===== config.mk =====
export PLATFORM = sky130hd
export DESIGN_NAME = fetch_prefetch_unit_flat
export DESIGN_NICKNAME = d
export VERILOG_FILES = /design/src/rtl/fetch_prefetch_if.sv /design/src/rtl/fetch_prefetch_unit.sv /design/src/flat_wrapper.sv
export SDC_FILE = /design/constraint.sdc
export NUM_CORES = 1
export LEC_CHECK = 0
export ABC_AREA = 1
export CAP_MARGIN = 20
export CORE_MARGIN = 4
export CORE_UTILIZATION = 35
export DETAILED_ROUTE_END_ITERATION = 10
export MAX_ROUTING_LAYER = met4
export SYNTH_ARGS = -nofsm -noshare
export SYNTH_HDL_FRONTEND = slang
export SYNTH_SLANG_ARGS = --single-unit

===== constraint.sdc =====
create_clock -name clk -period 4.4 [get_ports clk]
set_input_delay 1.32 -clock clk [delete_from_list [all_inputs] [get_ports clk]]
set_output_delay 1.32 -clock clk [all_outputs]
set_load 0.02 [all_outputs]

===== src/rtl/fetch_prefetch_if.sv =====
// Fetch-stage bus bundle: instruction-memory request/response, execute
// redirect and the decode-side valid/ready handshake.
interface fetch_prefetch_if #(
    parameter int XLEN  = 32,
    parameter int DEPTH = 4
);
    localparam int OCCW = $clog2(DEPTH) + 1;

    logic            imem_req_valid;
    logic            imem_req_ready;
    logic [XLEN-1:0] imem_req_addr;
    logic            imem_resp_valid;
    logic [31:0]     imem_resp_data;
    logic            redirect_valid;
    logic [XLEN-1:0] redirect_pc;
    logic            instr_valid;
    logic            instr_ready;
    logic [31:0]     instr_data;
    logic [XLEN-1:0] instr_pc;
    logic [XLEN-1:0] instr_pc_plus4;
    logic [OCCW-1:0] occupancy;

    // Fetch unit side
    modport master (
        output imem_req_valid, imem_req_addr,
        input  imem_req_ready, imem_resp_valid, imem_resp_data,
        input  redirect_valid, redirect_pc,
        output instr_valid, instr_data, instr_pc, instr_pc_plus4, occupancy,
        input  instr_ready
    );

    // Memory / execute / decode side
    modport slave (
        input  imem_req_valid, imem_req_addr,
        output imem_req_ready, imem_resp_valid, imem_resp_data,
        output redirect_valid, redirect_pc,
        input  instr_valid, instr_data, instr_pc, instr_pc_plus4, occupancy,
        output instr_ready
    );
endinterface


===== src/rtl/fetch_prefetch_unit.sv =====
// Instruction-fetch stage: issues in-order requests to a variable-latency
// instruction memory, buffers PC/instruction pairs in a DEPTH-entry queue and
// hands them to decode. Redirects flush the queue and squash in-flight
// responses through a drop counter.
//
// Entry states:
//   state   | meaning
//   EMPTY   | slot free
//   PENDING | request accepted, response not yet received
//   FILLED  | instruction word written, waiting for decode
module fetch_prefetch_unit #(
    parameter int              XLEN     = 32,
    parameter int              DEPTH    = 4,
    parameter logic [XLEN-1:0] RESET_PC = '0
) (
    input logic              clk,
    input logic              reset,
    fetch_prefetch_if.master bus
);
    localparam int PTRW = $clog2(DEPTH);
    localparam int CNTW = PTRW + 1;

    localparam logic [PTRW-1:0] PTR_ONE  = PTRW'(1);
    localparam logic [CNTW-1:0] CNT_ONE  = CNTW'(1);
    localparam logic [CNTW-1:0] DEPTH_C  = CNTW'(DEPTH);
    localparam logic [XLEN-1:0] PC_STEP  = XLEN'(4);
    localparam logic [XLEN-1:0] PC_ALIGN = ~XLEN'(3);

    typedef enum logic [1:0] {
        EMPTY   = 2'd0,
        PENDING = 2'd1,
        FILLED  = 2'd2
    } entryState_t;

    entryState_t     entryState     [DEPTH];
    entryState_t     entryStateNext [DEPTH];
    logic [XLEN-1:0] entryPc        [DEPTH];
    logic [XLEN-1:0] entryPcNext    [DEPTH];
    logic [31:0]     entryData      [DEPTH];
    logic [31:0]     entryDataNext  [DEPTH];

    // fillPtr tracks the oldest PENDING entry; pending entries always sit
    // contiguously between fillPtr and tailPtr because responses are in order.
    logic [PTRW-1:0] headPtr, headPtrNext;
    logic [PTRW-1:0] tailPtr, tailPtrNext;
    logic [PTRW-1:0] fillPtr, fillPtrNext;
    logic [CNTW-1:0] occ, occNext;
    logic [CNTW-1:0] pendCnt, pendCntNext;
    logic [CNTW-1:0] dropCnt, dropCntNext;
    logic [XLEN-1:0] fetchPc, fetchPcNext;

    logic            reqValid;
    logic            accept;
    logic            instrValid;
    logic            dequeue;
    logic            respIn;
    logic            fill;
    logic [CNTW:0]   allocSum;
    logic [CNTW-1:0] squashed;

    // Handshake decisions for this cycle, all from registered state
    always_comb begin
        allocSum   = {1'b0, occ} + {1'b0, dropCnt};
        reqValid   = !reset && !bus.redirect_valid && (occ < DEPTH_C)
                     && (allocSum < {1'b0, DEPTH_C});
        accept     = reqValid && bus.imem_req_ready;
        instrValid = !reset && !bus.redirect_valid && (entryState[headPtr] == FILLED);
        dequeue    = instrValid && bus.instr_ready;
        respIn     = bus.imem_resp_valid && !reset;
        fill       = respIn && !bus.redirect_valid && (dropCnt == '0) && (pendCnt != '0);
    end

    // Next-state for the queue, pointers, counters and fetch PC
    always_comb begin
        entryStateNext = entryState;
        entryPcNext    = entryPc;
        entryDataNext  = entryData;
        headPtrNext    = headPtr;
        tailPtrNext    = tailPtr;
        fillPtrNext    = fillPtr;
        occNext        = occ;
        pendCntNext    = pendCnt;
        dropCntNext    = dropCnt;
        fetchPcNext    = fetchPc;
        squashed       = dropCnt + pendCnt;

        if (bus.redirect_valid) begin
            for (int i = 0; i < DEPTH; i++) begin
                entryStateNext[i] = EMPTY;
            end
            headPtrNext = '0;
            tailPtrNext = '0;
            fillPtrNext = '0;
            occNext     = '0;
            pendCntNext = '0;
            // A response landing in the redirect cycle retires one of the
            // outstanding requests (dropped or pending) on the spot.
            if (respIn && (squashed != '0)) begin
                dropCntNext = squashed - CNT_ONE;
            end else begin
                dropCntNext = squashed;
            end
            fetchPcNext = bus.redirect_pc & PC_ALIGN;
        end else begin
            if (accept) begin
                entryStateNext[tailPtr] = PENDING;
                entryPcNext[tailPtr]    = fetchPc;
                tailPtrNext             = tailPtr + PTR_ONE;
                fetchPcNext             = fetchPc + PC_STEP;
            end
            if (respIn && (dropCnt != '0)) begin
                dropCntNext = dropCnt - CNT_ONE;
            end
            if (fill) begin
                entryStateNext[fillPtr] = FILLED;
                entryDataNext[fillPtr]  = bus.imem_resp_data;
                fillPtrNext             = fillPtr + PTR_ONE;
            end
            if (dequeue) begin
                entryStateNext[headPtr] = EMPTY;
                headPtrNext             = headPtr + PTR_ONE;
            end
            case ({accept, dequeue})
                2'b10:   occNext = occ + CNT_ONE;
                2'b01:   occNext = occ - CNT_ONE;
                default: occNext = occ;
            endcase
            case ({accept, fill})
                2'b10:   pendCntNext = pendCnt + CNT_ONE;
                2'b01:   pendCntNext = pendCnt - CNT_ONE;
                default: pendCntNext = pendCnt;
            endcase
        end
    end

    // Control state register with synchronous reset
    always_ff @(posedge clk) begin
        if (reset) begin
            for (int i = 0; i < DEPTH; i++) begin
                entryState[i] <= EMPTY;
            end
            headPtr <= '0;
            tailPtr <= '0;
            fillPtr <= '0;
            occ     <= '0;
            pendCnt <= '0;
            dropCnt <= '0;
            fetchPc <= RESET_PC;
        end else begin
            entryState <= entryStateNext;
            headPtr    <= headPtrNext;
            tailPtr    <= tailPtrNext;
            fillPtr    <= fillPtrNext;
            occ        <= occNext;
            pendCnt    <= pendCntNext;
            dropCnt    <= dropCntNext;
            fetchPc    <= fetchPcNext;
        end
    end

    // Payload storage; only meaningful where the entry state says so
    always_ff @(posedge clk) begin
        entryPc   <= entryPcNext;
        entryData <= entryDataNext;
    end

    assign bus.imem_req_valid = reqValid;
    assign bus.imem_req_addr  = fetchPc;
    assign bus.instr_valid    = instrValid;
    assign bus.instr_data     = entryData[headPtr];
    assign bus.instr_pc       = entryPc[headPtr];
    assign bus.instr_pc_plus4 = entryPc[headPtr] + PC_STEP;
    assign bus.occupancy      = reset ? '0 : occ;
endmodule

===== src/flat_wrapper.sv =====
// flat-port wrapper written by rule: the top's interface ports become plain ports
module fetch_prefetch_unit_flat 
#(
    parameter int              XLEN     = 32,
    parameter int              DEPTH    = 4,
    parameter logic [XLEN-1:0] RESET_PC = '0
)
  (clk, reset, bus_imem_req_valid, bus_imem_req_addr, bus_imem_req_ready, bus_imem_resp_valid, bus_imem_resp_data, bus_redirect_valid, bus_redirect_pc, bus_instr_valid, bus_instr_data, bus_instr_pc, bus_instr_pc_plus4, bus_occupancy, bus_instr_ready);
  fetch_prefetch_if #(.XLEN(XLEN), .DEPTH(DEPTH)) bus_i ();
  input logic clk;
  input logic reset;
  output wire logic [$bits(bus_i.imem_req_valid)-1:0] bus_imem_req_valid;
  output wire logic [$bits(bus_i.imem_req_addr)-1:0] bus_imem_req_addr;
  input wire logic [$bits(bus_i.imem_req_ready)-1:0] bus_imem_req_ready;
  input wire logic [$bits(bus_i.imem_resp_valid)-1:0] bus_imem_resp_valid;
  input wire logic [$bits(bus_i.imem_resp_data)-1:0] bus_imem_resp_data;
  input wire logic [$bits(bus_i.redirect_valid)-1:0] bus_redirect_valid;
  input wire logic [$bits(bus_i.redirect_pc)-1:0] bus_redirect_pc;
  output wire logic [$bits(bus_i.instr_valid)-1:0] bus_instr_valid;
  output wire logic [$bits(bus_i.instr_data)-1:0] bus_instr_data;
  output wire logic [$bits(bus_i.instr_pc)-1:0] bus_instr_pc;
  output wire logic [$bits(bus_i.instr_pc_plus4)-1:0] bus_instr_pc_plus4;
  output wire logic [$bits(bus_i.occupancy)-1:0] bus_occupancy;
  input wire logic [$bits(bus_i.instr_ready)-1:0] bus_instr_ready;
  assign bus_imem_req_valid = bus_i.imem_req_valid;
  assign bus_imem_req_addr = bus_i.imem_req_addr;
  assign bus_i.imem_req_ready = bus_imem_req_ready;
  assign bus_i.imem_resp_valid = bus_imem_resp_valid;
  assign bus_i.imem_resp_data = bus_imem_resp_data;
  assign bus_i.redirect_valid = bus_redirect_valid;
  assign bus_i.redirect_pc = bus_redirect_pc;
  assign bus_instr_valid = bus_i.instr_valid;
  assign bus_instr_data = bus_i.instr_data;
  assign bus_instr_pc = bus_i.instr_pc;
  assign bus_instr_pc_plus4 = bus_i.instr_pc_plus4;
  assign bus_occupancy = bus_i.occupancy;
  assign bus_i.instr_ready = bus_instr_ready;
  fetch_prefetch_unit #(.XLEN(XLEN), .DEPTH(DEPTH), .RESET_PC(RESET_PC)) u_core (.clk(clk), .reset(reset), .bus(bus_i));
endmodule

==> impl_metrics.toml <==
[global_routing]
grt_start_max_net_pins = 70
grt_pass1_wl_um = 61800
antenna_found_initial = 0
grt_usage = 0.182
grt_pass1_vias = 11000
grt_overflow = 0

[synth]
avgSynthCellArea_um2 = 9.11
synth_top_cell_area_share = 0.517
synthDistinctLibCells = 33
synth_edf_count = 248
ys.flop_type = "edfxtp_1"
yosysTopAreaCell = "edfxtp_1"
synth_area_leaders = "edfxtp_1 (52%), nand2_1 (13%), dfxtp_1 (7.4%)"
synth_common_cells = "nand2_1 (507), edfxtp_1 (248), nor2_1 (186)"
ys_async_sr_fraction = 0
yosys.cell_count.top_type = "nand2_1"
synth_seq_cells = 301
yosysWarnings = 0
synth_cells = 1580
yosysSeqAreaShare = 0.591
syn_area_mm2 = 0.0144

[clocking]
cts.htree.levels = 2
clock_latency_ps = 510
clock_path_buffers = 3
clkTransAtPathRegs_ps = 60
cts_buffers = 34
hold_buffers = 0
clock_sinks = 301
root_buffer = "clkbuf_16"
cts_tree = "built"

[final_layout]
fin_nets = 1885
final_cell_area_mm2 = 0.0182
n_antenna_cell = 0
nFillCells = 3868
drive_gt1_frac = 0.0707
area_growth_pct = 26.6

[sta]
tns_ps = 0
fin_crit_sh = 0.961
fin_crit_ps = 4230
timing.fmax_mhz = 237
hold_viol = 0
worstMarginPinSlew_ps = 705
fin_skew_ps = 16.6
setup_violations = 0
rsz0062_at_grt = "false"
finalMaxSlewViolations = 0
max_slew_margin = 0.530

[floorplan]
io_pins = 203
dieHeight_um = 211
die_w_um = 211
rows = 74
core_mm2 = 0.0407
start_util = 0.353
dieArea_mm2 = 0.0444

[critical_path]
end_kind = "output port"
crit_chain = "clkdlybuf4s50_1 > nor2_4 > nand2_1 > a21oi_2 > clkdlybuf4s50_1"
crit_required_ps = 3080
crit_path_start_kind = "primary input"
timing.critical_path.buf_inv = 2
crit_family = "buffers and inverters"
critPathKind = "in2out"
slowest_stage = "clkdlybuf4s50_1"
max_stage_delay_ps = 690
cp.arrival_ps = 2910
cpMostUsedCell = "clkdlybuf4s50_1"
cp_max_fo = 3

[power]
switching_share = 0.214
pwr-share-seq = 0.501
vdd.ir_drop.worst_uv = 249
leakage_nw = 7.07
p_comb_frac = 0.063
power_switching_mw = 1.35
p_int_mw = 4.98
power_density_mw_per_mm2 = 347
clkPwrFrac = 0.436

[placed_design]
placed_area_mm2 = 0.0170
io_buffer_count = 194
dp_hpwl_um = 27200
gp_congestion = 0.923

[drt]
drcViolationCount = 0
dr_wl_met3_um = 2690
ant_nets = 0
drtIter0Drc = 994
routed_wl_um = 40300
dr_wl_met2_um = 19000
route.vias.total = 11400
highest_layer = "met4"
wl_per_cell_um = 17.2
m1WireLength_um = 17900
routed_via_density = 4.87
dr.pass1.iters = 5

[worst_hold_path]
min-delay-path-class = "reg2reg"

[flow_run]
maxCapViolCount = 0

[outcome]
status = "finished, final reports clean"
==> cells by family after synthesis <==
logic type / after synthesis / synth area share
flip-flops: 301 / 0.591
buffers and inverters: 195 / 0.0608
XOR/XNOR: 31 / 0.0189
AO/OA/AOI/OAI: 199 / 0.0738
AND/OR/NAND/NOR: 827 / 0.231
adder cells (fa/ha/maj): 26 / 0.0242
other: 1 / 0.000260
==> state kept, by name, summed over array words and instances (netlist names) <==
signal	count
u_core.bus.imem_req_addr	30
u_core.tailPtr	2
u_core.dropCnt	3
u_core.pendCnt	3
u_core.entryData	128
u_core.occ	3
u_core.entryPc	120
u_core.fillPtr	2
u_core.entryState	8
u_core.headPtr	2
==> worst reg2reg max path, cell delays in order, from the launching register on <==
cell     delay, ps
dfxtp_4        510
buf_6          460
nand3_1        200
nand3_1        110
nand2_1         80
a21oi_2        140
nand2_1        140
inv_2          170
ha_1           210
inv_1           60
fa_1           360
inv_1           70
a21oi_1         50
o21ai_0        100
nand2_1         80
nand2_1         70
nor2_1          40
==> stage by stage <==
stage | power (mW) | utilization | cells | hold WS [ps] | setup slack (ps)
5_1_grt | 6.57 | 0.448 | 2342 | 529 | 4.70
3_5_place_dp | 3.63 | 0.418 | 2282 | 489 | 145
2_1_floorplan | 3.41 | - | 1585 | 463 | 531
4_1_cts | 6.39 | 0.446 | 2341 | 501 | 15.4
3_3_place_gp | 3.62 | 0.418 | 2282 | 479 | 154
6_report | 6.33 | 0.448 | 2342 | 496 | 173
==> layer usage <==
metal  vias to the layer above  global-route usage
met5                         -                   -
met4                         0              0.0393
met3                        42              0.0273
met2                       339               0.293
met1                      5377               0.248
li1                       5653                   -
==> power by group through the flow <==
stage / combinational, mW / clock, mW / sequential [mW]
2_1_floorplan: 0.177 / 0 / 3.23
3_3_place_gp: 0.392 / 0 / 3.23
3_5_place_dp: 0.400 / 0 / 3.23
4_1_cts: 0.401 / 2.82 / 3.17
5_1_grt: 0.438 / 2.95 / 3.18
6_report: 0.398 / 2.76 / 3.17
==> layout by cell type (no fill, tap or decap), types with 2 or more instances in the layout <==
cell type,n
clkbuf_1,2
clkinv_2,3
o211ai_1,3
buf_4,30
a31oi_1,5
a21oi_1,45
inv_2,5
edfxtp_1,248
buf_6,3
nand4_1,6
bufinv_16,4
nand3_1,92
ha_1,23
dlymetal6s2s_1,14
o22ai_1,36
fa_1,3
nor2_4,9
clkinv_1,11
clkbuf_16,35
dfxtp_1,51
nor2_2,13
clkdlybuf4s50_1,173
o21ai_0,107
nand2_1,505
buf_12,8
nor2_1,179
conb_1,6
dlygate4sd2_1,7
inv_1,121
nor3_1,12
nand2_2,10
xnor2_1,4
xor2_1,27
==> what timing repair did <==
action	4_1_cts	5_1_grt
setup endpoints to repair	26	15
setup buffers	2	1
gates resized for setup	12	21
gates cloned	0	0
==> worst paths after layout <==
| path | startpoint | to | slack [ps] | depth (start not counted) |
|---|---|---|---|---|
| min reg2reg | u_core.entryState[5] | u_core.entryState[5] | 500 | 2 |
| max | bus_redirect_valid | bus_instr_valid | 170 | 5 |
| min | u_core.entryState[5] | u_core.entryState[5] | 500 | 2 |
| max reg2reg | u_core.headPtr[0] | u_core.occ[2] | 1430 | 16 |
==> layout make-up <==
class | instances | area, um^2 | area share
inverter | 128 | 493 | 0.0270
sequential | 301 | 8510 | 0.467
timing repair buffer | 235 | 2390 | 0.131
tap | 532 | 666 | 0.0365
clock inverter | 19 | 190 | 0.0104
multi-input combinational | 1089 | 5080 | 0.279
clock buffer | 38 | 897 | 0.0492
No activity file was read; power rests on OpenSTA's default activity.
